--- config.mk ---
export PLATFORM = sky130hd
export DESIGN_NAME = fadd36_norm_round
export DESIGN_NICKNAME = d
export VERILOG_FILES = /design/src/rtl/fadd36_pkg.sv /design/src/rtl/fadd36_nshift.sv /design/src/rtl/fadd36_norm_round.sv
export SDC_FILE = /design/constraint.sdc
export NUM_CORES = 1
export LEC_CHECK = 0
export ABC_AREA = 1
export CAP_MARGIN = 20
export CORE_AREA = 8 8 129 221
export DETAILED_ROUTE_END_ITERATION = 10
export DIE_AREA = 0 0 137 229
export GPL_TIMING_DRIVEN = 0
export PLACE_DENSITY_LB_ADDON = 0.25
export SLEW_MARGIN = 20
export SYNTH_ARGS = -nofsm -noshare
export SYNTH_HDL_FRONTEND = slang
export SYNTH_SLANG_ARGS = --single-unit
--- constraint.sdc ---
create_clock -name i_clk -period 3.15 [get_ports i_clk]
set_input_delay 0.4725 -clock i_clk [delete_from_list [all_inputs] [get_ports i_clk]]
set_output_delay 0.4725 -clock i_clk [all_outputs]
set_load 0.05 [all_outputs]
--- src/rtl/fadd36_pkg.sv ---
// Shared constants, packed result layout and helpers for the FADD_36
// normalize/round back end.
package fadd36_pkg;

    localparam int EXP_W   = 8;
    localparam int FRAC_W  = 27;
    localparam int SIG_W   = 28;
    localparam int SUM_W   = 37;
    localparam int LZD_W   = 6;
    localparam int RES_W   = 36;
    localparam int EEXP_W  = 10;
    localparam int BIAS    = 127;
    localparam int EXP_MAX = 255;

    // Field positions inside the raw 37-bit sum
    localparam int SUM_CARRY_BIT = 36;
    localparam int SUM_SIG_HI    = 35;
    localparam int SUM_SIG_LO    = 8;
    localparam int SUM_GUARD_BIT = 7;

    localparam logic signed [EEXP_W-1:0] EXP_MAX_E = EEXP_W'(EXP_MAX);

    typedef struct packed {
        logic              sign;
        logic [EXP_W-1:0]  exp;
        logic [FRAC_W-1:0] frac;
    } fadd36_t;

    localparam fadd36_t ZERO = '0;

    function automatic fadd36_t inf_val(input logic s);
        fadd36_t r;
        r.sign = s;
        r.exp  = '1;
        r.frac = '0;
        return r;
    endfunction

    function automatic fadd36_t signed_zero(input logic s);
        fadd36_t r;
        r      = ZERO;
        r.sign = s;
        return r;
    endfunction

endpackage

--- src/rtl/fadd36_nshift.sv ---
// Normalizing shifter: right by one on carry-out, otherwise left by lzd-1,
// producing significand, guard and sticky of the normalized sum.
module fadd36_nshift
    import fadd36_pkg::*;
(
    input  logic [SUM_W-1:0] i_mant,
    input  logic [LZD_W-1:0] i_lzd,
    output logic [SIG_W-1:0] o_sig,
    output logic             o_guard,
    output logic             o_sticky
);

    logic [SUM_W-2:0] norm;
    logic             shift_out;

    always_comb begin
        norm      = i_mant[SUM_W-2:0];
        shift_out = 1'b0;
        if (i_lzd == '0) begin
            norm      = i_mant[SUM_CARRY_BIT:1];
            shift_out = i_mant[0];
        end else if (i_lzd != LZD_W'(1)) begin
            norm = i_mant[SUM_W-2:0] << (i_lzd - LZD_W'(1));
        end
    end

    assign o_sig    = norm[SUM_SIG_HI:SUM_SIG_LO];
    assign o_guard  = norm[SUM_GUARD_BIT];
    assign o_sticky = (|norm[SUM_GUARD_BIT-1:0]) | shift_out;

endmodule

--- src/rtl/fadd36_norm_round.sv ---
// Two-stage valid/ready back end of the 36-bit adder: stage 1 normalizes,
// stage 2 rounds to nearest-even, applies exceptions and packs the result.
module fadd36_norm_round
    import fadd36_pkg::*;
(
    input  logic             i_clk,
    input  logic             i_rst_n,
    input  logic             i_valid,
    output logic             o_ready,
    input  logic             i_sign,
    input  logic [EXP_W-1:0] i_exp,
    input  logic [SUM_W-1:0] i_mant,
    input  logic [LZD_W-1:0] i_lzd,
    input  logic             i_special,
    input  logic [RES_W-1:0] i_special_val,
    output logic             o_valid,
    input  logic             i_ready,
    output logic [RES_W-1:0] o_result,
    output logic             o_overflow,
    output logic             o_underflow,
    output logic             o_inexact
);

    logic s1_adv, s2_adv, accept;

    logic [SIG_W-1:0]  ns_sig;
    logic              ns_guard, ns_sticky;
    logic [EEXP_W-1:0] e1_d;

    logic                     s1_valid_q, s1_sign_q, s1_guard_q, s1_sticky_q;
    logic                     s1_zero_q, s1_special_q;
    logic signed [EEXP_W-1:0] s1_exp_q;
    logic [SIG_W-1:0]         s1_sig_q;
    logic [RES_W-1:0]         s1_special_val_q;

    logic                     s2_valid_q, s2_ovf_q, s2_unf_q, s2_inx_q;
    fadd36_t                  s2_result_q;

    logic                     round_up;
    logic [FRAC_W:0]          frac_rnd;
    logic signed [EEXP_W-1:0] e_fin;
    fadd36_t                  res_d;
    logic                     ovf_d, unf_d, inx_d;

    assign s2_adv  = ~s2_valid_q | i_ready;
    assign s1_adv  = ~s1_valid_q | s2_adv;
    assign o_ready = s1_adv;
    assign accept  = i_valid & s1_adv;

    fadd36_nshift u_nshift (
        .i_mant   (i_mant),
        .i_lzd    (i_lzd),
        .o_sig    (ns_sig),
        .o_guard  (ns_guard),
        .o_sticky (ns_sticky)
    );

    // Every lzd case collapses to exp + 1 - lzd
    assign e1_d = {2'b00, i_exp} + EEXP_W'(1) - {{(EEXP_W-LZD_W){1'b0}}, i_lzd};

    always_ff @(posedge i_clk or negedge i_rst_n) begin
        if (!i_rst_n) begin
            s1_valid_q       <= 1'b0;
            s1_sign_q        <= 1'b0;
            s1_exp_q         <= '0;
            s1_sig_q         <= '0;
            s1_guard_q       <= 1'b0;
            s1_sticky_q      <= 1'b0;
            s1_zero_q        <= 1'b0;
            s1_special_q     <= 1'b0;
            s1_special_val_q <= '0;
        end else begin
            if (s1_adv) begin
                s1_valid_q <= i_valid;
            end
            if (accept) begin
                s1_sign_q        <= i_sign;
                s1_exp_q         <= $signed(e1_d);
                s1_sig_q         <= ns_sig;
                s1_guard_q       <= ns_guard;
                s1_sticky_q      <= ns_sticky;
                s1_zero_q        <= ~|i_mant;
                s1_special_q     <= i_special;
                s1_special_val_q <= i_special_val;
            end
        end
    end

    // Hidden bit is 1 for any non-zero sum, so a carry out of the 27-bit
    // fraction is the same as a carry out of the 28-bit significand.
    always_comb begin
        round_up = s1_guard_q & (s1_sticky_q | s1_sig_q[0]);
        frac_rnd = {1'b0, s1_sig_q[FRAC_W-1:0]} + {{FRAC_W{1'b0}}, round_up};
        e_fin    = s1_exp_q + $signed({{(EEXP_W-1){1'b0}}, frac_rnd[FRAC_W]});
        res_d.sign = s1_sign_q;
        res_d.exp  = e_fin[EXP_W-1:0];
        res_d.frac = frac_rnd[FRAC_W-1:0];
        ovf_d = 1'b0;
        unf_d = 1'b0;
        inx_d = s1_guard_q | s1_sticky_q;
        if (s1_special_q) begin
            res_d = fadd36_t'(s1_special_val_q);
            inx_d = 1'b0;
        end else if (s1_zero_q || !s1_sig_q[SIG_W-1]) begin
            res_d = ZERO;
            inx_d = 1'b0;
        end else if (e_fin >= EXP_MAX_E) begin
            res_d = inf_val(s1_sign_q);
            ovf_d = 1'b1;
            inx_d = 1'b1;
        end else if (e_fin <= 10'sd0) begin
            res_d = signed_zero(s1_sign_q);
            unf_d = 1'b1;
            inx_d = 1'b1;
        end
    end

    always_ff @(posedge i_clk or negedge i_rst_n) begin
        if (!i_rst_n) begin
            s2_valid_q  <= 1'b0;
            s2_result_q <= ZERO;
            s2_ovf_q    <= 1'b0;
            s2_unf_q    <= 1'b0;
            s2_inx_q    <= 1'b0;
        end else begin
            if (s2_adv) begin
                s2_valid_q <= s1_valid_q;
            end
            if (s1_valid_q && s2_adv) begin
                s2_result_q <= res_d;
                s2_ovf_q    <= ovf_d;
                s2_unf_q    <= unf_d;
                s2_inx_q    <= inx_d;
            end
        end
    end

    assign o_valid     = s2_valid_q;
    assign o_result    = s2_result_q;
    assign o_overflow  = s2_ovf_q;
    assign o_underflow = s2_unf_q;
    assign o_inexact   = s2_inx_q;

endmodule

==> results.sh <==
export IMPL_status="finished, violations left"
export IMPL_violations="setup timing"
export IMPL_max_freq_mhz=293.2
export IMPL_hp_start="s1_sig_q[27]"
export IMPL_cts_tree="yes"
export IMPL_path_delay_family="simple AND/OR/NAND/NOR gates"
export IMPL_fin_util=0.4684
export IMPL_ir_drop_uv=428.2
export IMPL_min_path_cells=2
export IMPL_drc=0
export IMPL_ioPinCount=134
export IMPL_layout_nets=1689
export IMPL_p_sw_mw=2.828
export IMPL_synth_common_cells="454 x nand2_1, 227 x nand3_1, 121 x a21oi_1"
export IMPL_slew_viol_final=0
export IMPL_synthMuxAreaShare=0
export IMPL_syn_inst=1380
export IMPL_drt_pass1_iterations=5
export IMPL_power_density_mw_per_mm2=574.7
export IMPL_yosys_warnings=0
export IMPL_grt_max_degree=69
export IMPL_antenna_left=0
export IMPL_synth_top_family_by_area="simple AND/OR/NAND/NOR gates"
export IMPL_worst_setup_path_start_kind="register"
export IMPL_synth_xor_area_share=0.01554
export IMPL_hold_end="s1_sig_q[27]"
export IMPL_syn_avg_cell_area_um2=6.358
export IMPL_vias=10290
export IMPL_multi_input_area_mm2=0.005585
export IMPL_routed_wl_um=40890
export IMPL_netlist_area_leader_share=0.3422
export IMPL_worstPathArrival_ps=3760
export IMPL_clk_insertion_delay_late_ps=430
export IMPL_vias_per_cell=5.399
export IMPL_synth_most_common_cell="nand2_1"
export IMPL_grt_pass1_wl_um=61220
export IMPL_p_int_mw=4.054
export IMPL_antenna_found_initial=0
export IMPL_yosysSeqAreaShare=0.3422
export IMPL_rows=78
export IMPL_cp_slowest_cell="dfrtp_1"
export IMPL_cts_buffers=17
export IMPL_synth_compound_area_frac=0.1312
export IMPL_drv_cap=0
export IMPL_end_kind="register"
export IMPL_path_cells="o21a_1, ha_4, nand3_4, nor2_4, nand4_1, nor2_2, nand4_1, nor2_4, ha_4, ha_4, nand2_4, nor2_4, nand4_1, nand2_1, inv_2, nand4_1, nand2_2, nor2_4, buf_6, nand3_2, a21oi_2"
export IMPL_crit_start="s1_sticky_q"
export IMPL_min_period_over_period=1.083
export IMPL_netlist_area_mm2=0.008775
export IMPL_synthDistinctLibCells=40
export IMPL_post_place_ws_ps=-1580
export IMPL_clockRootBuffer="clkbuf_16"
export IMPL_initial_core_util=0.3432
export IMPL_combPwrFrac=0.413
export IMPL_io_buffers=133
export IMPL_n_antenna_cell=0
export IMPL_path_class="reg -> reg"
export IMPL_synth_area_leader_cell="dfrtp_1"
export IMPL_hold_violations=0
export IMPL_pwr_share_clk=0.278
export IMPL_slowest_delay_ps=360
export IMPL_coreArea_mm2=0.02557
export IMPL_syn_to_final_growth_pct=36.49
export IMPL_cts_reportedPaths_clkPinSlew_ps=50
export IMPL_min_period_ps=3410
export IMPL_worstReg2RegEnd="o_result[9]"
export IMPL_clock_path_buffers=2
export IMPL_critPathRequiredTime_ps=3500
export IMPL_n_fill_cell=2658
export IMPL_tns_ps=-7388
export IMPL_rrSetupSlack_ps=-260
export IMPL_synthFlopType="dfrtp_1"
export IMPL_synth_nets=1494
export IMPL_htreeDepth=4
export IMPL_worst_path_max_fanout=7
export IMPL_synth_async_reset_ratio=1.000
export IMPL_holdWs_ps=476.0
export IMPL_power_mw=6.882
export IMPL_leakage_nw=5.495
export IMPL_clock_sinks=120
export IMPL_rsz0062_at_grt="yes"
export IMPL_regArea_mm2=0.003003
export IMPL_reg2reg_from="s1_sticky_q"
export IMPL_r2r_cells=21
export IMPL_dieArea_mm2=0.03137
export IMPL_layout_drive_gt1_share=0.1198
export IMPL_ys_ff_latch=120
export IMPL_relSlewSlack=0.3132
export IMPL_drtIter0Drc=658
export IMPL_place_gp_congestion=1.026
export IMPL_grt_pass1_vias=10610
export IMPL_synth_edf_count=0
export IMPL_worst_slack_ps=-260.3
export IMPL_globalRouteTotalUtil=0.2605
export IMPL_overflow=0
export IMPL_yosys_area_share_simple=0.4027
export IMPL_p_seq_frac=0.309
export IMPL_worst_slew_pin_slew_ps=1021
export IMPL_die_h_um=229
export IMPL_path_buf_inv=2
export IMPL_swShare=0.4109
export IMPL_wl_per_cell_um=21.45
export IMPL_synth_area_top_cells="dfrtp_1 34%, nand2_1 19%, nand3_1 13%"
export IMPL_min_path_type="reg -> reg"
export IMPL_synth_fa_ha_area_frac=0.03080
export IMPL_hpwlAfterDp_um=32560
export IMPL_finClkSkew_ps=8.393
export IMPL_die_w_um=137
export IMPL_setup_viol=36
## worst max-delay path by stage
stage	cells after the start	slack, ps	endpoint
2_1_floorplan	20	4	o_result[22]
3_3_place_gp	1	-3060	s1_special_val_q[14]
3_5_place_dp	14	-1580	s1_sig_q[23]
4_1_cts	22	-220	o_result[14]
5_1_grt	22	-380	o_result[11]
6_report	21	-260	o_result[9]
## routing by layer
| layer | routed length (µm) | GRT usage | vias to the layer above |
|---|---|---|---|
| li1 | - | - | 4976 |
| met1 | 13910 | 0.2455 | 4854 |
| met2 | 22310 | 0.4898 | 323 |
| met3 | 1436 | 0.03025 | 137 |
| met4 | 3232 | 0.1989 | 0 |
| met5 | 0 | 0 | - |
## sequential cells by signal, indices dropped and copies added, names as in the netlist, 10 cells and up
| signal | flops |
|---|---|
| o_result | 36 |
| s1_exp_q | 10 |
| s1_sig_q | 28 |
| s1_special_val_q | 36 |
## worst register-to-register path: stages (launching register included)
cell and delay, ps:
dfrtp_1 360, o21a_1 180, ha_4 170, nand3_4 100
nor2_4 110, nand4_1 150, nor2_2 140, nand4_1 250
nor2_4 230, ha_4 170, ha_4 170, nand2_4 70
nor2_4 100, nand4_1 80, nand2_1 90, inv_2 60
nand4_1 120, nand2_2 100, nor2_4 260, buf_6 210
nand3_2 80, a21oi_2 140
## power groups by stage
stage	clock network [mW]	logic (mW)	registers, mW
floorplan	0	1.05	2.65
global placement	0	2.62	2.14
detailed placement	0	2.63	2.14
CTS	1.94	2.75	2.12
global route	2.00	3.05	2.16
finish	1.92	2.84	2.12
## logic make-up (layout without fill, tap and decap cells)
group | Yosys count | after routing
buf+inv | 175 | 381
compound gates | 220 | 220
xor+xnor | 13 | 13
fa+ha+maj | 21 | 21
simple gates | 831 | 831
flops | 120 | 120
## layout make-up
| cell class | count | area share |
|---|---|---|
| clock inverter | 2 | 0.005015 |
| buffer | 69 | 0.02643 |
| timing repair buffer | 176 | 0.1415 |
| inverter | 106 | 0.03343 |
| clock buffer | 28 | 0.04315 |
| sequential | 120 | 0.2507 |
| tap | 320 | 0.03343 |
| multi-input combinational | 1085 | 0.4664 |
## cell usage in the layout, fill, tap and decap left out, types with 17 or more instances in the layout
cell type and n:
clkbuf_1 48, inv_1 96, nor2_1 84, nor3_1 18, nand2_1 441, a21oi_1 99
nand3_1 202, a21oi_2 22, dfrtp_1 120, clkbuf_16 17, o21ai_0 64, nand4_1 18
clkdlybuf4s50_1 131, buf_4 38
## timing repair
action                                 CTS  global route
setup endpoints to repair               70            53
gates resized for setup                 87            58
endpoints found under the hold margin    1             0
setup buffers                           38             3
pin swaps                               33            30
hold buffers                             1             0
cloned                                   2             0
## through the flow
stage                     cells  area [µm²]
after global placement     1833       10510
after detailed placement   1834       10540
after global routing       1906       11980
after CTS                  1903       11730
final                      1906       11980
after floorplan            1380        8780
No activity file was read; power rests on OpenSTA's default activity.
